[src/rtl/cookie_spawner_if.sv]
// Player-facing bus of the cookie spawner.
// The game controller drives the master side; the spawner is the slave.
interface cookie_spawner_if;
    logic        en;
    logic [15:0] rnd_number;
    logic [7:0]  btn;
    logic [7:0]  cookie;
    logic [7:0]  score;
    logic [1:0]  lives;
    logic        hit;
    logic        miss;
    logic        game_over;

    modport master (
        output en, rnd_number, btn,
        input  cookie, score, lives, hit, miss, game_over
    );

    modport slave (
        input  en, rnd_number, btn,
        output cookie, score, lives, hit, miss, game_over
    );
endinterface

[src/rtl/cookie_spawner.sv]
// Whack-a-cookie round controller.
// It shows one cookie per round, scores presses and counts down lives.
module cookie_spawner #(
    parameter int unsigned GAP_CYCLES     = 16,
    parameter int unsigned TIMEOUT_CYCLES = 64
) (
    input logic             clk,
    input logic             rst_n,
    cookie_spawner_if.slave bus
);
    typedef enum logic [1:0] {GAP, SHOW, OVER} state_t;

    localparam logic [15:0] GAP_LAST = 16'(GAP_CYCLES - 1);
    localparam logic [15:0] TO_LAST  = 16'(TIMEOUT_CYCLES - 1);

    state_t      state_q, state_d;
    logic [15:0] cnt_q, cnt_d;
    logic [2:0]  prev_q, prev_d;
    logic [2:0]  slot;
    logic [7:0]  btn_q;
    logic [7:0]  press;
    logic [7:0]  cookie_q, cookie_d;
    logic [7:0]  score_q, score_d;
    logic [1:0]  lives_q, lives_d;
    logic        hit_q, hit_d;
    logic        miss_q, miss_d;
    logic        wrong, right;
    logic        unused_rnd;

    assign unused_rnd = ^bus.rnd_number[15:3];

    always_comb begin
        state_d  = state_q;
        cnt_d    = cnt_q;
        prev_d   = prev_q;
        cookie_d = cookie_q;
        score_d  = score_q;
        lives_d  = lives_q;
        hit_d    = 1'b0;
        miss_d   = 1'b0;
        press    = bus.btn & ~btn_q;
        wrong    = |(press & ~cookie_q);
        right    = |(press & cookie_q);
        slot     = bus.rnd_number[2:0];
        if (slot == prev_q)
            slot = prev_q + 3'd1;

        unique case (state_q)
            GAP: begin
                if (cnt_q == GAP_LAST) begin
                    state_d  = SHOW;
                    cnt_d    = 16'd0;
                    cookie_d = 8'd1 << slot;
                    prev_d   = slot;
                end else begin
                    cnt_d = cnt_q + 16'd1;
                end
            end
            SHOW: begin
                // A stray press beats a correct one in the same cycle.
                if (wrong || (!right && cnt_q == TO_LAST)) begin
                    miss_d   = 1'b1;
                    cookie_d = 8'd0;
                    cnt_d    = 16'd0;
                    lives_d  = lives_q - 2'd1;
                    state_d  = (lives_q == 2'd1) ? OVER : GAP;
                end else if (right) begin
                    hit_d    = 1'b1;
                    cookie_d = 8'd0;
                    cnt_d    = 16'd0;
                    state_d  = GAP;
                    if (score_q != 8'hFF)
                        score_d = score_q + 8'd1;
                end else begin
                    cnt_d = cnt_q + 16'd1;
                end
            end
            OVER: begin
                cookie_d = 8'd0;
            end
            default: begin
                state_d = GAP;
            end
        endcase
    end

    always_ff @(posedge clk or negedge rst_n) begin
        if (!rst_n) begin
            state_q  <= GAP;
            cnt_q    <= 16'd0;
            prev_q   <= 3'd0;
            btn_q    <= 8'd0;
            cookie_q <= 8'd0;
            score_q  <= 8'd0;
            lives_q  <= 2'd3;
            hit_q    <= 1'b0;
            miss_q   <= 1'b0;
        end else if (bus.en) begin
            state_q  <= state_d;
            cnt_q    <= cnt_d;
            prev_q   <= prev_d;
            btn_q    <= bus.btn;
            cookie_q <= cookie_d;
            score_q  <= score_d;
            lives_q  <= lives_d;
            hit_q    <= hit_d;
            miss_q   <= miss_d;
        end else begin
            hit_q  <= 1'b0;
            miss_q <= 1'b0;
        end
    end

    assign bus.cookie    = cookie_q;
    assign bus.score     = score_q;
    assign bus.lives     = lives_q;
    assign bus.hit       = hit_q;
    assign bus.miss      = miss_q;
    assign bus.game_over = (state_q == OVER);
endmodule

[src/flat_wrapper.sv]
// flat-port wrapper written by rule: the top's interface ports become plain ports
module cookie_spawner_flat 
#(
    parameter int unsigned GAP_CYCLES     = 16,
    parameter int unsigned TIMEOUT_CYCLES = 64
)
  (clk, rst_n, bus_en, bus_rnd_number, bus_btn, bus_cookie, bus_score, bus_lives, bus_hit, bus_miss, bus_game_over);
  cookie_spawner_if bus_i ();
  input logic clk;
  input logic rst_n;
  input wire logic [$bits(bus_i.en)-1:0] bus_en;
  input wire logic [$bits(bus_i.rnd_number)-1:0] bus_rnd_number;
  input wire logic [$bits(bus_i.btn)-1:0] bus_btn;
  output wire logic [$bits(bus_i.cookie)-1:0] bus_cookie;
  output wire logic [$bits(bus_i.score)-1:0] bus_score;
  output wire logic [$bits(bus_i.lives)-1:0] bus_lives;
  output wire logic [$bits(bus_i.hit)-1:0] bus_hit;
  output wire logic [$bits(bus_i.miss)-1:0] bus_miss;
  output wire logic [$bits(bus_i.game_over)-1:0] bus_game_over;
  assign bus_i.en = bus_en;
  assign bus_i.rnd_number = bus_rnd_number;
  assign bus_i.btn = bus_btn;
  assign bus_cookie = bus_i.cookie;
  assign bus_score = bus_i.score;
  assign bus_lives = bus_i.lives;
  assign bus_hit = bus_i.hit;
  assign bus_miss = bus_i.miss;
  assign bus_game_over = bus_i.game_over;
  cookie_spawner #(.GAP_CYCLES(GAP_CYCLES), .TIMEOUT_CYCLES(TIMEOUT_CYCLES)) u_core (.clk(clk), .rst_n(rst_n), .bus(bus_i));
endmodule
[config.mk]
export PLATFORM = sky130hd
export DESIGN_NAME = cookie_spawner_flat
export DESIGN_NICKNAME = d
export VERILOG_FILES = /design/src/rtl/cookie_spawner_if.sv /design/src/rtl/cookie_spawner.sv /design/src/flat_wrapper.sv
export SDC_FILE = /design/constraint.sdc
export NUM_CORES = 1
export LEC_CHECK = 0
export ABC_AREA = 1
export CORE_AREA = 2 2 97 99
export DETAILED_ROUTE_END_ITERATION = 8
export DIE_AREA = 0 0 99 101
export PLACE_DENSITY_LB_ADDON = 0.3
export SYNTH_ARGS = -nofsm -noshare
export SYNTH_HDL_FRONTEND = slang
export SYNTH_SLANG_ARGS = --single-unit
[constraint.sdc]
create_clock -name clk -period 2.6 [get_ports clk]
set_input_delay 0.26 -clock clk [delete_from_list [all_inputs] [get_ports clk]]
set_output_delay 0.26 -clock clk [all_outputs]
set_load 0.02 [all_outputs]
# == After elaboration in Yosys (flattened, before gate mapping) ==
# Index checks and enable logic that the tools add are counted.
# op_classes
n_mux,21
shift,1
addsub,4
eq_ne,9
n_reduce_logical,14
bitwise_logic,7
# ops
op,n
$mux W16,3
$pmux W16 S2,1
$and A8 B8 Y8,3
$mux W8,3
$pmux W8 S3,1
$add A16 B1 Y16 const B,1
$eq A16 B4 Y1 const B,1
$eq A16 B6 Y1 const B,1
$not A8 Y8,2
$reduce_or A8 Y1,2
$add A8 B1 Y8 const B,1
$mux W2,4
$ne A8 B8 Y1 const B,1
$reduce_and A4 Y1,2
$shl A1 B3 Y8 const A,1
$mux W1,7
$pmux W2 S3,1
$reduce_and A3 Y1,2
$reduce_and A5 Y1,1
$eq A2 B1 Y1 const B,2
$add A3 B1 Y3 const B,1
$eq A3 B3 Y1,1
$mux W3,1
$ne A3 B1 Y1 const B,1
other kinds (11),12
# word_totals
output_inout_bits,21
inputBits,27
elab_cells,65
regBits,49

# == Depth between registers and ports, before layout ==
# logic_depth
ltp_word,10
depth_mapped,11
depth_no_buf,11

# == Least setup slack after synthesis ==
# Ideal clock, no wire load.
# synth_timing
kind,register -> register
from,register u_core.state_q[0]
to,register u_core.cnt_q[13]
period_less_slack_ns,1.604
required_ns,2.487
setup_ns,0.113
setup_slack_ns,0.996
arrival_time_ns,1.492
stages_incl_launch_ff,12
n_path_buf,0
cell_sequence,dfrtp_1 > inv_1 > ha_1 > nand2_1 > nand2_4 > nand3_2 > nor3_4 > nand3_1 > nand2_1 > nand2_1 > nand2_1 > inv_1
# synth_via
elab_chain_len,3
# synth_lines
element,line,rtl
from (decl),cookie_spawner.sv:16,"state_t state_q, state_d;"
from (signal assigned),cookie_spawner.sv:99,state_q <= state_d;
$eq A2 B1 Y1 or $logic_not A2 Y1 (tied branches),cookie_spawner.sv:48,unique case (state_q)
$reduce_bool A2 Y1 (no line),n/a,
$reduce_and A2 Y1 (no line),n/a,
to (signal assigned),cookie_spawner.sv:100,cnt_q <= cnt_d;
to (decl),cookie_spawner.sv:17,"logic [15:0] cnt_q, cnt_d;"
# Several ways; a longest one is shown, not always the timed one.
# A chain may end at the register's enable or synchronous reset.

# == Worst setup path in the final report ==
# layout_timing
from,register u_core.state_q[0]
to,output port bus_game_over
# layout_via
elab_chain_len,1
# layout_lines
element,line,rtl
$eq A2 B2 Y1,cookie_spawner.sv:119,assign bus.game_over = (state_q == OVER);
to (decl),flat_wrapper.sv:19,output wire logic [$bits(bus_i.game_over)-1:0] bus_game_over;
# Every way passes these cells.

==> results.json <==
{
  "outcome": "complete, no violations",
  "overflow": 0,
  "swShare_pct": 30.85,
  "p_total_mw": 1.869,
  "yosys_warnings": 0,
  "worstSkewPairLatency_ns": 0.30,
  "worst_slack_ns": 0.7099,
  "reg2reg_slack_ns": 0.76,
  "io-pin-count": 48,
  "die_width_um": 99,
  "numClockSinks": 49,
  "fin_skew_ns": 0.005904,
  "p_int_mw": 1.292,
  "worstPathCellList": "inv_1 -> ha_1 -> clkdlybuf4s50_1",
  "area_delta_synth_final_pct": 19.18,
  "synthTopCellsByArea": "dfrtp_1 (39%), nand2_1 (15%), inv_1 (7.9%)",
  "fin_setup_tns_ns": 0,
  "cp_max_fo": 4,
  "yosysTopAreaCell": "dfrtp_1",
  "routed.top_layer": "met4",
  "vias": 2539,
  "drcViolationCount": 0,
  "coreArea_um2": 8977,
  "async_flop_share_pct": 100.0,
  "holdWs_ns": 0.4554,
  "cp_data_required_time_ns": 2.34,
  "synthCells": 408,
  "die_area_um2": 9999,
  "grt_pass1_vias": 2587,
  "rows": 35,
  "crit_type": "flop to output port",
  "crit_arrival_ns": 1.63,
  "synth_fp_nets": 443,
  "nets": 483,
  "grt_usage_pct": 13.51,
  "port_buffers": 34,
  "cpPeakStageDelay_ns": 0.62,
  "wl_met3_um": 165,
  "wl_met1_um": 3044,
  "avgSynthCellArea_um2": 7.437,
  "antennaDiodeCount": 0,
  "seq_area_frac_synth_pct": 40.49,
  "start_util_pct": 33.80,
  "synth_edf_count": 0,
  "cts.clk_slew.worst_paths_ns": 0.09,
  "grt_pass1_wl_um": 11140,
  "fin_crit_ns": 1.890,
  "cts_root_buf": "clkbuf_8",
  "ir_drop_v": 0.0002317,
  "power.switching_mw": 0.5764,
  "crit_slowest_cell": "clkdlybuf4s50_1",
  "firstDrtPassIters": 4,
  "leakagePower_nw": 1.834,
  "hpwl_um": 4864,
  "rsz0062_at_grt": "false",
  "cts_resized": 0,
  "dpl_worst_slack_ns": 0.6009,
  "routed_wl_um": 6200,
  "htree_levels": 2,
  "syn-cell-area_um2": 3034,
  "post-route-period-util_pct": 72.70,
  "antenna_found_initial": 0,
  "hp-class": "primary input to asynchronous set/reset pin",
  "yosysMostFrequentCell": "nand2_1",
  "wl_met2_um": 2934,
  "synthTopCellsByCount": "nand2_1 (121), inv_1 (64), dfrtp_1 (47), nand3_1 (47), nor2_1 (33)",
  "cts_buffer_depth": 2,
  "final_hold_viol_count": 0,
  "yosys_most_used_dff": "dfrtp_1",
  "synth_top_area_share_pct": 38.76,
  "comb_power_share_pct": 20.8,
  "nFillCells": 896,
  "tightest_slew_ns": 0.5110,
  "clkPwrFrac_pct": 30.6,
  "routed_via_density": 4.534,
  "drv_slew": 0,
  "max_freq_mhz": 529.1,
  "wl_per_cell_um": 11.07,
  "cts_buffers": 5,
  "yosysUniqueCellTypes": 34,
  "setup_viol": 0,
  "routabilityCongestion": 0.7906,
  "final_layout_size_suffix_gt1_share_pct": 10.02,
  "ys_ff_latch": 49,
  "relSlewSlack_pct": 65.94,
  "drt_iter0_markers": 88,
  "power_density_nw_per_um2": 516.8,
  "seq_power_share_pct": 48.6,
  "antenna_left": 0,
  "drv_cap": 0,
  "die_y_um": 101,
  "cts_tree": "yes",
  "grt_max_degree": 30,
  "endpoint_kind": "output port",
  "start_kind": "flop"
}
cell type report:
| cell class | instances | area [µm²] | share of cell area (%) |
|---|---|---|---|
| Sequential cell | 49 | 1229 | 33.98 |
| Tap cell | 111 | 138.9 | 3.841 |
| Clock inverter | 2 | 37.54 | 1.038 |
| Inverter | 69 | 259.0 | 7.163 |
| Multi-Input combinational cell | 286 | 1509 | 41.73 |
| Clock buffer | 6 | 82.58 | 2.284 |
| Timing Repair Buffer | 37 | 360.3 | 9.965 |
state kept, by name (all words and copies together), names as in the netlist:
| signal | cells |
|---|---|
| u_core.bus.score | 8 |
| u_core.btn_q | 8 |
| u_core.state_q | 2 |
| u_core.cnt_q | 16 |
| u_core.prev_q | 3 |
| u_core.bus.hit | 1 |
| u_core.bus.miss | 1 |
| u_core.bus.lives | 2 |
| u_core.bus.cookie | 8 |
critical path, delay by kind of cell, from the launching register on:
| family | cells | cell delay (ns) |
|---|---|---|
| flops | 1 | 0.42 |
| fa+ha+maj | 1 | 0.20 |
| buf+inv | 2 | 0.71 |
per-stage QoR:
stage | area (µm²) | instances | utilization [%]
2_1_floorplan | 3034 | 408 | -
3_3_place_gp | 3486 | 551 | 38.83
3_5_place_dp | 3486 | 551 | 38.83
4_1_cts | 3616 | 560 | 40.28
5_1_grt | 3616 | 560 | 40.28
6_report | 3616 | 560 | 40.28
per-layer routing:
layer  up-vias  GRT usage [%]
li1       1358              -
met1      1144          17.43
met2        32          23.08
met3         5          2.705
met4         0          3.793
met5         -              0
cell families (layout without fill, tap and decap cells):
| group | count (synthesis) | after routing | share of synthesized area [%] |
|---|---|---|---|
| flops | 49 | 49 | 40.49 |
| simple gates | 245 | 245 | 39.18 |
| fa+ha+maj | 8 | 8 | 3.299 |
| compound gates | 24 | 24 | 4.660 |
| xor+xnor | 9 | 9 | 2.598 |
| buf+inv | 73 | 114 | 9.773 |
cells in the final DEF, fill, tap and decap left out, types with 2 or more instances in the layout:
master / netlist / final
nor2_2: 3 / 3
clkbuf_8: 0 / 6
nand2_1: 121 / 121
ha_1: 8 / 8
nor3_2: 2 / 2
o21bai_2: 2 / 2
nand3_2: 9 / 9
inv_1: 64 / 64
nand2_2: 3 / 3
clkdlybuf4s50_1: 0 / 33
nand3_1: 47 / 47
nor2_4: 2 / 2
buf_4: 1 / 2
nand2_4: 3 / 3
nand3b_1: 4 / 4
nor3_1: 4 / 4
xor2_1: 2 / 2
inv_2: 3 / 3
dfrtp_1: 47 / 47
clkinv_1: 2 / 2
o21ai_0: 14 / 14
nor2_1: 33 / 33
dfstp_2: 2 / 2
xnor2_1: 7 / 7
o21ai_1: 5 / 5
nand4_1: 10 / 10
power groups by stage:
| stage | registers, mW | logic [mW] | clock network (mW) |
|---|---|---|---|
| 3_5_place_dp | 0.923 | 0.393 | 0 |
| 6_report | 0.908 | 0.389 | 0.572 |
| 3_3_place_gp | 0.920 | 0.383 | 0 |
| 4_1_cts | 0.909 | 0.396 | 0.598 |
| 2_1_floorplan | 0.907 | 0.299 | 0 |
| 5_1_grt | 0.919 | 0.450 | 0.621 |
worst paths after layout:
path                            cells after the start           startpoint             endpoint
worst max-delay path                                3    u_core.state_q[0]        bus_game_over
worst min register to register                      1  u_core.bus.lives[0]  u_core.bus.lives[0]
max in group asynchronous                           3                rst_n  u_core.bus.score[6]
worst max register to register                     10    u_core.state_q[0]     u_core.cnt_q[12]
min in group clk                                    1  u_core.bus.lives[0]  u_core.bus.lives[0]
worst min-delay path                                2                rst_n      u_core.cnt_q[6]
what timing repair did:
action,CTS,global route
setup buffers,0,0
hold buffers,1,0
hold endpoints to repair,18,0
Note: power is estimated with default switching activity, not from simulation.
